### src/rtl/csr_unit_timer_pkg.sv
// Shared CSR addresses, field masks, exception codes and read/write select indices.
package csr_unit_timer_pkg;

  // CSR addresses
  localparam logic [13:0] CsrCrmd   = 14'h000;
  localparam logic [13:0] CsrPrmd   = 14'h001;
  localparam logic [13:0] CsrEcfg   = 14'h004;
  localparam logic [13:0] CsrEstat  = 14'h005;
  localparam logic [13:0] CsrEra    = 14'h006;
  localparam logic [13:0] CsrBadv   = 14'h007;
  localparam logic [13:0] CsrEentry = 14'h00c;
  localparam logic [13:0] CsrSave0  = 14'h030;
  localparam logic [13:0] CsrSave1  = 14'h031;
  localparam logic [13:0] CsrSave2  = 14'h032;
  localparam logic [13:0] CsrSave3  = 14'h033;
  localparam logic [13:0] CsrTid    = 14'h040;
  localparam logic [13:0] CsrTcfg   = 14'h041;
  localparam logic [13:0] CsrTval   = 14'h042;
  localparam logic [13:0] CsrTiclr  = 14'h044;

  // Software-writable bits per register
  localparam logic [31:0] CrmdWmask   = 32'h0000_01ff;  // PLV, IE, DA, PG, DATF, DATM
  localparam logic [31:0] PrmdWmask   = 32'h0000_0007;  // PPLV, PIE
  localparam logic [31:0] EcfgWmask   = 32'h0000_1bff;  // LIE, bit 10 hard 0
  localparam logic [31:0] EentryWmask = 32'hffff_ffc0;  // VA[31:6]

  // CRMD field positions
  localparam int unsigned CrmdIeBit = 2;
  localparam int unsigned CrmdDaBit = 3;

  // Exception codes that update BADV
  localparam logic [5:0] EcodeAdef = 6'h08;
  localparam logic [5:0] EcodeAle  = 6'h09;

  // One-hot select index for the decoded CSR address
  typedef enum logic [3:0] {
    SelCrmd, SelPrmd, SelEcfg, SelEstat, SelEra, SelBadv, SelEentry,
    SelSave0, SelSave1, SelSave2, SelSave3, SelTid, SelTcfg, SelTval, SelTiclr
  } csr_sel_e;

  localparam int unsigned NumSel = 15;

  function automatic logic [31:0] masked_wr(input logic [31:0] old_val,
                                            input logic [31:0] wmask,
                                            input logic [31:0] wvalue);
    return (wmask & wvalue) | (~wmask & old_val);
  endfunction

endpackage

### src/rtl/csr_unit_timer_timer.sv
// Countdown timer: TCFG/TVAL registers, one-shot/periodic reload and the TICLR clear strobe.
module csr_unit_timer_timer
  import csr_unit_timer_pkg::*;
#(
  parameter int unsigned TIMER_W = 32
) (
  input  logic               clk,
  input  logic               rst,
  input  logic               tcfg_we,
  input  logic               ticlr_we,
  input  logic [TIMER_W-1:0] wmask,
  input  logic [TIMER_W-1:0] wvalue,
  output logic [31:0]        tcfg_rvalue,
  output logic [31:0]        tval_rvalue,
  output logic               timer_fire,
  output logic               timer_clear
);

  localparam logic [TIMER_W-1:0] TvalOne = {{(TIMER_W-1){1'b0}}, 1'b1};

  logic [TIMER_W-1:0] tcfg_q, tcfg_d;
  logic [TIMER_W-1:0] tval_q, tval_d;
  logic [TIMER_W-1:0] tcfg_new;

  assign tcfg_new = (wmask & wvalue) | (~wmask & tcfg_q);

  // Next-state: a TCFG write reloads without decrementing; otherwise count down while enabled
  always_comb begin
    tcfg_d     = tcfg_q;
    tval_d     = tval_q;
    timer_fire = 1'b0;
    if (tcfg_we) begin
      tcfg_d = tcfg_new;
      tval_d = {tcfg_new[TIMER_W-1:2], 2'b00};
    end else if (tcfg_q[0]) begin
      if (tval_q != '0) begin
        tval_d     = tval_q - TvalOne;
        timer_fire = (tval_q == TvalOne);
      end else if (tcfg_q[1]) begin
        // periodic reload; InitVal of 0 keeps reloading 0 and never fires
        tval_d = {tcfg_q[TIMER_W-1:2], 2'b00};
      end
    end
  end

  // Timer state register
  always_ff @(posedge clk or posedge rst) begin
    if (rst) begin
      tcfg_q <= '0;
      tval_q <= '0;
    end else begin
      tcfg_q <= tcfg_d;
      tval_q <= tval_d;
    end
  end

  assign tcfg_rvalue = 32'(tcfg_q);
  assign tval_rvalue = 32'(tval_q);
  assign timer_clear = ticlr_we & wmask[0] & wvalue[0];

endmodule

### src/rtl/csr_unit_timer.sv
// LA32 CSR file: exception state, interrupt status/enable, scratch registers and the timer.
module csr_unit_timer
  import csr_unit_timer_pkg::*;
#(
  parameter int unsigned TIMER_W   = 32,
  parameter int unsigned HWI_NUM   = 8,
  parameter logic [31:0] TID_RESET = 32'h0
) (
  input  logic               clk,
  input  logic               rst,
  input  logic               csr_re,
  input  logic [13:0]        csr_num,
  output logic [31:0]        csr_rvalue,
  input  logic               csr_we,
  input  logic [31:0]        csr_wmask,
  input  logic [31:0]        csr_wvalue,
  input  logic [HWI_NUM-1:0] hw_int_in,
  input  logic               ipi_int_in,
  input  logic               wb_ex,
  input  logic [5:0]         wb_ecode,
  input  logic [8:0]         wb_esubcode,
  input  logic [31:0]        wb_pc,
  input  logic [31:0]        wb_vaddr,
  input  logic               ertn_flush,
  output logic [31:0]        ex_entry,
  output logic [31:0]        ertn_pc,
  output logic               has_int
);

  logic [NumSel-1:0] sel;
  logic              wr_en;

  logic [31:0] crmd_q, crmd_d;
  logic [31:0] prmd_q, prmd_d;
  logic [31:0] ecfg_q, ecfg_d;
  logic [1:0]  is_sw_q, is_sw_d;
  logic [7:0]  is_hw_q, hw_ext;
  logic        is_ipi_q;
  logic        is_timer_q, is_timer_d;
  logic [5:0]  ecode_q, ecode_d;
  logic [8:0]  esub_q, esub_d;
  logic [31:0] era_q, era_d;
  logic [31:0] badv_q, badv_d;
  logic [31:0] eentry_q, eentry_d;
  logic [31:0] save_q [4];
  logic [31:0] save_d [4];
  logic [31:0] tid_q, tid_d;

  logic [12:0] estat_is;
  logic [31:0] estat_rd;
  logic [31:0] tcfg_rd, tval_rd;
  logic        timer_fire, timer_clear;
  logic [31:0] rd_data [NumSel];

  // Exceptions and ertn take the cycle; a colliding CSR write is dropped
  assign wr_en = csr_we & ~wb_ex & ~ertn_flush;

  // Address decode to a one-hot select shared by reads and writes
  always_comb begin
    sel = '0;
    case (csr_num)
      CsrCrmd:   sel[SelCrmd]   = 1'b1;
      CsrPrmd:   sel[SelPrmd]   = 1'b1;
      CsrEcfg:   sel[SelEcfg]   = 1'b1;
      CsrEstat:  sel[SelEstat]  = 1'b1;
      CsrEra:    sel[SelEra]    = 1'b1;
      CsrBadv:   sel[SelBadv]   = 1'b1;
      CsrEentry: sel[SelEentry] = 1'b1;
      CsrSave0:  sel[SelSave0]  = 1'b1;
      CsrSave1:  sel[SelSave1]  = 1'b1;
      CsrSave2:  sel[SelSave2]  = 1'b1;
      CsrSave3:  sel[SelSave3]  = 1'b1;
      CsrTid:    sel[SelTid]    = 1'b1;
      CsrTcfg:   sel[SelTcfg]   = 1'b1;
      CsrTval:   sel[SelTval]   = 1'b1;
      CsrTiclr:  sel[SelTiclr]  = 1'b1;
      default:   sel            = '0;
    endcase
  end

  csr_unit_timer_timer #(
    .TIMER_W(TIMER_W)
  ) u_timer (
    .clk         (clk),
    .rst         (rst),
    .tcfg_we     (wr_en & sel[SelTcfg]),
    .ticlr_we    (wr_en & sel[SelTiclr]),
    .wmask       (csr_wmask[TIMER_W-1:0]),
    .wvalue      (csr_wvalue[TIMER_W-1:0]),
    .tcfg_rvalue (tcfg_rd),
    .tval_rvalue (tval_rd),
    .timer_fire  (timer_fire),
    .timer_clear (timer_clear)
  );

  // Zero-extend the hardware interrupt lines onto IS[9:2]
  always_comb begin
    hw_ext                = '0;
    hw_ext[HWI_NUM-1:0]   = hw_int_in;
  end

  // A fire in the same cycle as a clear wins so no tick is lost
  assign is_timer_d = timer_fire | (is_timer_q & ~timer_clear);

  // Next-state for architectural CSRs: wb_ex > ertn_flush > csr write
  always_comb begin
    crmd_d   = crmd_q;
    prmd_d   = prmd_q;
    ecfg_d   = ecfg_q;
    is_sw_d  = is_sw_q;
    ecode_d  = ecode_q;
    esub_d   = esub_q;
    era_d    = era_q;
    badv_d   = badv_q;
    eentry_d = eentry_q;
    save_d   = save_q;
    tid_d    = tid_q;
    if (wb_ex) begin
      prmd_d      = {29'b0, crmd_q[CrmdIeBit], crmd_q[1:0]};
      crmd_d[2:0] = 3'b000;
      era_d       = wb_pc;
      ecode_d     = wb_ecode;
      esub_d      = wb_esubcode;
      if (wb_ecode == EcodeAdef || wb_ecode == EcodeAle) begin
        badv_d = wb_vaddr;
      end
    end else if (ertn_flush) begin
      crmd_d[2:0] = prmd_q[2:0];
    end else if (csr_we) begin
      if (sel[SelCrmd])   crmd_d   = masked_wr(crmd_q, csr_wmask & CrmdWmask, csr_wvalue);
      if (sel[SelPrmd])   prmd_d   = masked_wr(prmd_q, csr_wmask & PrmdWmask, csr_wvalue);
      if (sel[SelEcfg])   ecfg_d   = masked_wr(ecfg_q, csr_wmask & EcfgWmask, csr_wvalue);
      if (sel[SelEstat])  is_sw_d  = (csr_wmask[1:0] & csr_wvalue[1:0]) |
                                     (~csr_wmask[1:0] & is_sw_q);
      if (sel[SelEra])    era_d    = masked_wr(era_q, csr_wmask, csr_wvalue);
      if (sel[SelBadv])   badv_d   = masked_wr(badv_q, csr_wmask, csr_wvalue);
      if (sel[SelEentry]) eentry_d = masked_wr(eentry_q, csr_wmask & EentryWmask, csr_wvalue);
      if (sel[SelTid])    tid_d    = masked_wr(tid_q, csr_wmask, csr_wvalue);
      for (int i = 0; i < 4; i++) begin
        if (sel[int'(SelSave0) + i]) save_d[i] = masked_wr(save_q[i], csr_wmask, csr_wvalue);
      end
    end
  end

  // CSR state register; CRMD.DA comes out of reset set
  always_ff @(posedge clk or posedge rst) begin
    if (rst) begin
      crmd_q     <= 32'h0000_0001 << CrmdDaBit;
      prmd_q     <= '0;
      ecfg_q     <= '0;
      is_sw_q    <= '0;
      is_hw_q    <= '0;
      is_ipi_q   <= 1'b0;
      is_timer_q <= 1'b0;
      ecode_q    <= '0;
      esub_q     <= '0;
      era_q      <= '0;
      badv_q     <= '0;
      eentry_q   <= '0;
      for (int i = 0; i < 4; i++) save_q[i] <= '0;
      tid_q      <= TID_RESET;
    end else begin
      crmd_q     <= crmd_d;
      prmd_q     <= prmd_d;
      ecfg_q     <= ecfg_d;
      is_sw_q    <= is_sw_d;
      is_hw_q    <= hw_ext;
      is_ipi_q   <= ipi_int_in;
      is_timer_q <= is_timer_d;
      ecode_q    <= ecode_d;
      esub_q     <= esub_d;
      era_q      <= era_d;
      badv_q     <= badv_d;
      eentry_q   <= eentry_d;
      save_q     <= save_d;
      tid_q      <= tid_d;
    end
  end

  assign estat_is = {is_ipi_q, is_timer_q, 1'b0, is_hw_q, is_sw_q};
  assign estat_rd = {1'b0, esub_q, ecode_q, 3'b000, estat_is};

  // Per-select read data; TICLR always reads 0
  always_comb begin
    rd_data[SelCrmd]   = crmd_q;
    rd_data[SelPrmd]   = prmd_q;
    rd_data[SelEcfg]   = ecfg_q;
    rd_data[SelEstat]  = estat_rd;
    rd_data[SelEra]    = era_q;
    rd_data[SelBadv]   = badv_q;
    rd_data[SelEentry] = eentry_q;
    rd_data[SelSave0]  = save_q[0];
    rd_data[SelSave1]  = save_q[1];
    rd_data[SelSave2]  = save_q[2];
    rd_data[SelSave3]  = save_q[3];
    rd_data[SelTid]    = tid_q;
    rd_data[SelTcfg]   = tcfg_rd;
    rd_data[SelTval]   = tval_rd;
    rd_data[SelTiclr]  = '0;
  end

  // AND-OR read mux over the one-hot select
  always_comb begin
    csr_rvalue = '0;
    for (int i = 0; i < NumSel; i++) begin
      if (csr_re && sel[i]) csr_rvalue = csr_rvalue | rd_data[i];
    end
  end

  assign ex_entry = eentry_q;
  assign ertn_pc  = era_q;
  assign has_int  = (|(estat_is & ecfg_q[12:0])) & crmd_q[CrmdIeBit];

endmodule

### config.mk
export PLATFORM = sky130hd
export DESIGN_NAME = csr_unit_timer
export DESIGN_NICKNAME = d
export VERILOG_FILES = /design/src/rtl/csr_unit_timer_pkg.sv /design/src/rtl/csr_unit_timer_timer.sv /design/src/rtl/csr_unit_timer.sv
export SDC_FILE = /design/constraint.sdc
export NUM_CORES = 1
export LEC_CHECK = 0
export ABC_AREA = 1
export BUFFER_PORTS_ARGS = -buffer_cell sky130_fd_sc_hd__buf_2
export CORE_UTILIZATION = 51
export CTS_CLUSTER_SIZE = 28
export DETAILED_ROUTE_END_ITERATION = 8
export PLACE_DENSITY = 0.72
export SYNTH_ARGS = -nofsm -noshare
export SYNTH_HDL_FRONTEND = slang
export SYNTH_SLANG_ARGS = --single-unit
### constraint.sdc
create_clock -name clk -period 15.4 [get_ports clk]
set_input_delay 3.08 -clock clk [delete_from_list [all_inputs] [get_ports clk]]
set_output_delay 3.08 -clock clk [all_outputs]
set_load 0.05 [all_outputs]
Word level (Yosys, flattened, before mapping):

Index checks and enable logic that the tools add are counted.

* bits in registers: 443
* word-level logic and storage cells: 197

* reductions and logical operators: 40
* mux-type cells: 53
* bitwise logic cells: 64
* add/subtract/negate cells: 1
* eq/ne operators: 19

Operators by type and width (number)
* $mux W32: 31
* $or A32 B32 Y32: 24
* $and A32 B32 Y32: 14
* $not A32 Y32: 2
* $eq A14 B3 Y1 const B: 4
* $eq A14 B6 Y1 const B: 4
* $eq A14 B7 Y1 const B: 4
* $reduce_and A4 Y1: 10
* $and A13 B32 Y32: 1
* $and A3 B32 Y32: 1
* $and A9 B32 Y32: 1
* $eq A32 B1 Y1 const B: 1
* $not A13 Y32: 1
* $not A3 Y32: 1
* $not A9 Y32: 1
* $or A32 B31 Y32: 1
* $reduce_bool A32 Y1: 1
* $sub A32 B1 Y32 const B: 1
* $mux W1: 18
* $eq A14 B1 Y1 const B: 1
* $eq A14 B4 Y1 const B: 1
* $logic_and A1 B1 Y1: 14
* $logic_not A14 Y1: 1
* $and A13 B13 Y13: 1
* 16 further kinds: 38

Logic depth before layout (Yosys ltp):

* depth after elaboration: 30
* gate-level depth with buffers: 14
* gate-level depth less buffers: 13

Cells and area by module:

From an unflattened synthesis, not the netlist that was laid out.

* cell total of the unflattened synthesis: 3084
* area, all modules: 21767.1 um^2

Modules (own cells, without submodules)
* csr_unit_timer: instances 1, area each 17529.3 um^2, cells each 2447
* csr_unit_timer_timer: instances 1, area each 4237.8 um^2, cells each 637

Least setup slack after synthesis:

Ideal clock, no wire load.

* kind: input -> output
* start point: in csr_num[11]
* end point: out csr_rvalue[6]
* buffers on the path: 2
* data arrival time: 4647 ps
* setup slack: 7673 ps
* stages: 11
* cell sequence: nor2_2 nand3_4 nor2_2 nand2_1 nor2_1 buf_2 buf_2 nand2_1 nand2_1 nor2_1 nand3_1

* cells in the longest elaborated chain, start to end: 30
* elaborated cells on any way between the ends: 69
* classes of those cells: eq/ne (13); mux (28); bitwise (13); reduce/logical (15)

Ends and longest elaborated chain
* start, declared: RTL line csr_unit_timer.sv:12 `input logic [13:0] csr_num,`
* $logic_not A14 Y1: RTL line csr_unit_timer.sv:61 `case (csr_num)`
* $mux W1: RTL line csr_unit_timer.sv:61
* $logic_and A1 B1 Y1: RTL line csr_unit_timer.sv:206 `if (csr_re && sel[i]) csr_rvalue = csr_rvalue | rd_data[i];`
* $mux W32: RTL line csr_unit_timer.sv:206
* $or A32 B32 Y32: RTL line csr_unit_timer.sv:206
* $mux W32: RTL line csr_unit_timer.sv:206
* $or A32 B32 Y32: RTL line csr_unit_timer.sv:206
* $mux W32: RTL line csr_unit_timer.sv:206
* [14 not listed]
* $or A32 B32 Y32: RTL line csr_unit_timer.sv:206
* $mux W32: RTL line csr_unit_timer.sv:206
* $or A32 B32 Y32: RTL line csr_unit_timer.sv:206
* $mux W32: RTL line csr_unit_timer.sv:206
* $or A32 B32 Y32: RTL line csr_unit_timer.sv:206
* $mux W32: RTL line csr_unit_timer.sv:206
* $or A32 B32 Y32: RTL line csr_unit_timer.sv:206
* $mux W32 *: RTL line csr_unit_timer.sv:206
* end, declared: RTL line csr_unit_timer.sv:13 `output logic [31:0] csr_rvalue,`

Mark *: on every way between the ends. The rest lies on a longest branch, timed or not.

Final worst setup path:

* start point: in csr_re
* end point: out csr_rvalue[24]

* cells in the longest elaborated chain, start to end: 28
* elaborated cells on any way between the ends: 41
* classes of those cells: mux (14); bitwise (13); reduce/logical (14)

Ends and longest elaborated chain
* start, declared: RTL line csr_unit_timer.sv:11 `input logic csr_re,`
* $logic_and A1 B1 Y1: RTL line csr_unit_timer.sv:206
* $mux W32: RTL line csr_unit_timer.sv:206
* $or A32 B32 Y32: RTL line csr_unit_timer.sv:206
* $mux W32: RTL line csr_unit_timer.sv:206
* $or A32 B32 Y32: RTL line csr_unit_timer.sv:206
* $mux W32: RTL line csr_unit_timer.sv:206
* $or A32 B31 Y32: RTL line csr_unit_timer.sv:206
* $mux W32: RTL line csr_unit_timer.sv:206
* [12 not listed]
* $or A32 B32 Y32: RTL line csr_unit_timer.sv:206
* $mux W32: RTL line csr_unit_timer.sv:206
* $or A32 B32 Y32: RTL line csr_unit_timer.sv:206
* $mux W32: RTL line csr_unit_timer.sv:206
* $or A32 B32 Y32: RTL line csr_unit_timer.sv:206
* $mux W32: RTL line csr_unit_timer.sv:206
* $or A32 B32 Y32: RTL line csr_unit_timer.sv:206
* $mux W32 *: RTL line csr_unit_timer.sv:206

Marks and branches as above.

==> results.sh <==
export IMPL_outcome="finished clean"
export IMPL_areaGrowthSynthToFinish_pct=12.0
export IMPL_rows=73
export IMPL_hold_path_class="flip-flop to flip-flop"
export IMPL_timing_final_crit_period_ps=9910
export IMPL_multiInputGateArea_um2=9930
export IMPL_drive_gt1_share_pct=12.8
export IMPL_path_clk_slew_ps=60
export IMPL_rsz0062_at_grt="false"
export IMPL_die_width_um=204
export IMPL_seqCellArea_um2=9140
export IMPL_hold_viol=0
export IMPL_post_cts_resized=0
export IMPL_wl_mm=71.2
export IMPL_core_area_um2=40100
export IMPL_portBuffers=262
export IMPL_clock_latency_ps=580
export IMPL_ctsHoldBuffers=0
export IMPL_syn_inst=3066
export IMPL_synth_distinct_cells=45
export IMPL_synth_top_area_share_pct=43.6
export IMPL_wl_per_cell_um=18.9
export IMPL_path_max_fanout=29
export IMPL_max_slew_margin_pct=5.72
export IMPL_synth_avg_cell_area_um2=6.81
export IMPL_drc=0
export IMPL_cap_violations=0
export IMPL_reg2regPathDepth=10
export IMPL_start_util_pct=52.1
export IMPL_antenna_found_initial=1
export IMPL_stdcell_count=3760
export IMPL_nNetsFinal=3378
export IMPL_antenna_left=0
export IMPL_clock_sink_count=365
export IMPL_crit_type="input port to primary output"
export IMPL_grt_pass1_vias=19900
export IMPL_leakage_uw=0.0122
export IMPL_first_pass_iters=5
export IMPL_max_freq_mhz=101
export IMPL_crit_required_ps=12320
export IMPL_cts_buffer_depth=3
export IMPL_h_tree_depth=2
export IMPL_hpwl_mm=48.2
export IMPL_synth_area_leaders="dfrtp_1 (44%), nand2_1 (23%), nand3_1 (5.2%)"
export IMPL_ir_drop_mv=0.0664
export IMPL_ys_seq_area_share_pct=43.8
export IMPL_drt_first_iter_violations=2237
export IMPL_dr_total_vias=21100
export IMPL_setup_violations=0
export IMPL_synth_cell_area_um2=20900
export IMPL_cts_inserted_buffers=42
export IMPL_grt_util_all_layers_pct=34.4
export IMPL_endpoint_kind="primary output"
export IMPL_ys_ff_latch=365
export IMPL_final_max_slew_viol_count=0
export IMPL_worst_slew_pin_slew_ps=1410
export IMPL_cp_start_kind="input port"
export IMPL_period_share_pct=64.4
export IMPL_die_area_um2=41800
export IMPL_r2r_slack_ps=12790
export IMPL_grt_overflow_total=0
export IMPL_vias_per_cell=5.60
export IMPL_root_buffer="clkbuf_16"
export IMPL_ios=269
export IMPL_cts_tree="yes"
export IMPL_fillers=3802
export IMPL_placed_cells=3684
export IMPL_grt_pass1_wl_mm=110
export IMPL_tns_ps=0
export IMPL_crit_arrival_ps=6830
export IMPL_die_height_um=204
export IMPL_routabilityCongestion=0.937
export IMPL_powerDensity_nw_per_um2=95.1
export IMPL_yosysTopAreaCell="dfrtp_1"
export IMPL_fin_skew_ps=20.7
export IMPL_postCtsSetupBuffers=0
export IMPL_ys_warn_count=0
export IMPL_min_delay_path_depth=2
export IMPL_grt_max_degree=184
## state kept, by name, indices dropped and copies added, names as in the netlist
signal	flops
badv_q	32
rd_data	128
ex_entry	26
is_ipi_q	1
is_sw_q	2
prmd_q	3
ecfg_q	12
ecode_q	6
u_timer.tval_rvalue	32
is_hw_q	8
u_timer.tcfg_rvalue	32
is_timer_q	1
crmd_q	9
tid_q	32
esub_q	9
ertn_pc	32
## power by group
group	switching [µW]	internal, µW
clock network	421	600
logic	150	49.5
registers	18.3	985
total	589	1630
## path summary, 6_finish.rpt
path,startpoint,to
setup / recovery,csr_re,csr_rvalue[24]
min in group asynchronous,rst,rd_data[193]
max in group asynchronous,rst,u_timer.tval_rvalue[15]
hold reg to reg,badv_q[14],badv_q[14]
hold / removal,badv_q[14],badv_q[14]
setup reg to reg,u_timer.tval_rvalue[9],u_timer.tval_rvalue[30]
## critical path, cell delays in order
cell,delay [ps]
buf_2,510
nand3_1,390
nor2_1,760
nand2_1,1080
o21ai_0,540
nor2_1,90
nand3_1,100
buf_2,260
## layout by cell type, fill, tap and decap left out, types with 2 or more instances in the layout
cell type / synthesis / final
clkbuf_8: 0 / 11
a22o_1: 2 / 2
clkinvlp_4: 0 / 2
clkinv_1: 3 / 3
nor2_4: 4 / 10
conb_1: 1 / 6
nor2_1: 267 / 263
dfrtp_1: 364 / 364
o21ai_1: 171 / 171
buf_4: 72 / 15
nand2_1: 1281 / 1281
clkinv_8: 0 / 2
inv_2: 16 / 16
o21ai_0: 149 / 149
buf_2: 53 / 261
clkinv_2: 1 / 9
clkbuf_16: 0 / 43
a21o_1: 17 / 17
nand3_1: 215 / 215
bufinv_16: 0 / 2
nand4_1: 37 / 37
nor2_2: 15 / 13
a21oi_1: 78 / 78
nand3_2: 5 / 5
xor2_1: 5 / 5
nor3_1: 6 / 6
nand2_2: 2 / 2
inv_1: 196 / 195
o21ai_2: 5 / 5
or2_2: 12 / 12
clkbuf_1: 56 / 7
ha_1: 3 / 3
nand2b_1: 7 / 7
## stage by stage
stage / hold WS [ps] / power, µW / worst slack, ps / util, % / instance area [µm²]
after detailed placement: 459 / 1220 / 5600 / 54.8 / 22000
after floorplan: 441 / 1160 / 2190 / - / 20900
after global placement: 455 / 1210 / 5810 / 54.8 / 22000
after global routing: 499 / 2290 / 5330 / 58.3 / 23400
after CTS: 473 / 2230 / 5640 / 58.3 / 23400
final: 472 / 2220 / 5490 / 58.3 / 23400
## routing by layer
layer / vias to the layer above / part of all wire [%] / track usage (%)
li1: 9933 / - / -
met1: 9907 / 41 / 46.4
met2: 1042 / 46 / 55.4
met3: 173 / 8.5 / 4.38
met4: 0 / 4.0 / 15.0
met5: - / 0 / 0
## cells in the mapped netlist, drive strengths merged
| master | instances |
|---|---|
| nand2 | 1284 |
| dfrtp | 364 |
| o21ai | 325 |
| nor2 | 286 |
| nand3 | 221 |
| inv | 212 |
| buf | 133 |
| a21oi | 78 |
| clkbuf | 56 |
| nand4 | 37 |
| a21o | 17 |
| or2 | 13 |
| nand2b | 7 |
| nor3 | 7 |
| xor2 | 5 |
| clkinv | 4 |
| ha | 3 |
| a22o | 2 |
| a21boi | 1 |
| a221oi | 1 |
| a31oi | 1 |
| and2 | 1 |
| and3 | 1 |
| conb | 1 |
| dfstp | 1 |
| nor3b | 1 |
| o211ai | 1 |
| o21a | 1 |
| o21bai | 1 |
| xnor2 | 1 |
## logic make-up (layout without fill, tap and decap cells)
group	Yosys count	after routing	share of synthesized area (%)
simple gates	1858	1858	36.1
flops	365	365	43.8
other cells	1	7	0.0180
fa+ha+maj	3	3	0.180
buf+inv	405	568	8.97
compound gates	428	428	10.7
xor+xnor	6	6	0.252
## final cells by class
class                           count  area share (%)
Multi-Input combinational cell   2301            42.5
Sequential cell                   365            39.1
Inverter                          216            3.50
Clock buffer                       61            5.36
Timing Repair Buffer              277            6.15
Antenna cell                        1          0.0107
Tap cell                          525            2.81
Clock inverter                     14           0.631
(Power assumes the default switching activity.)
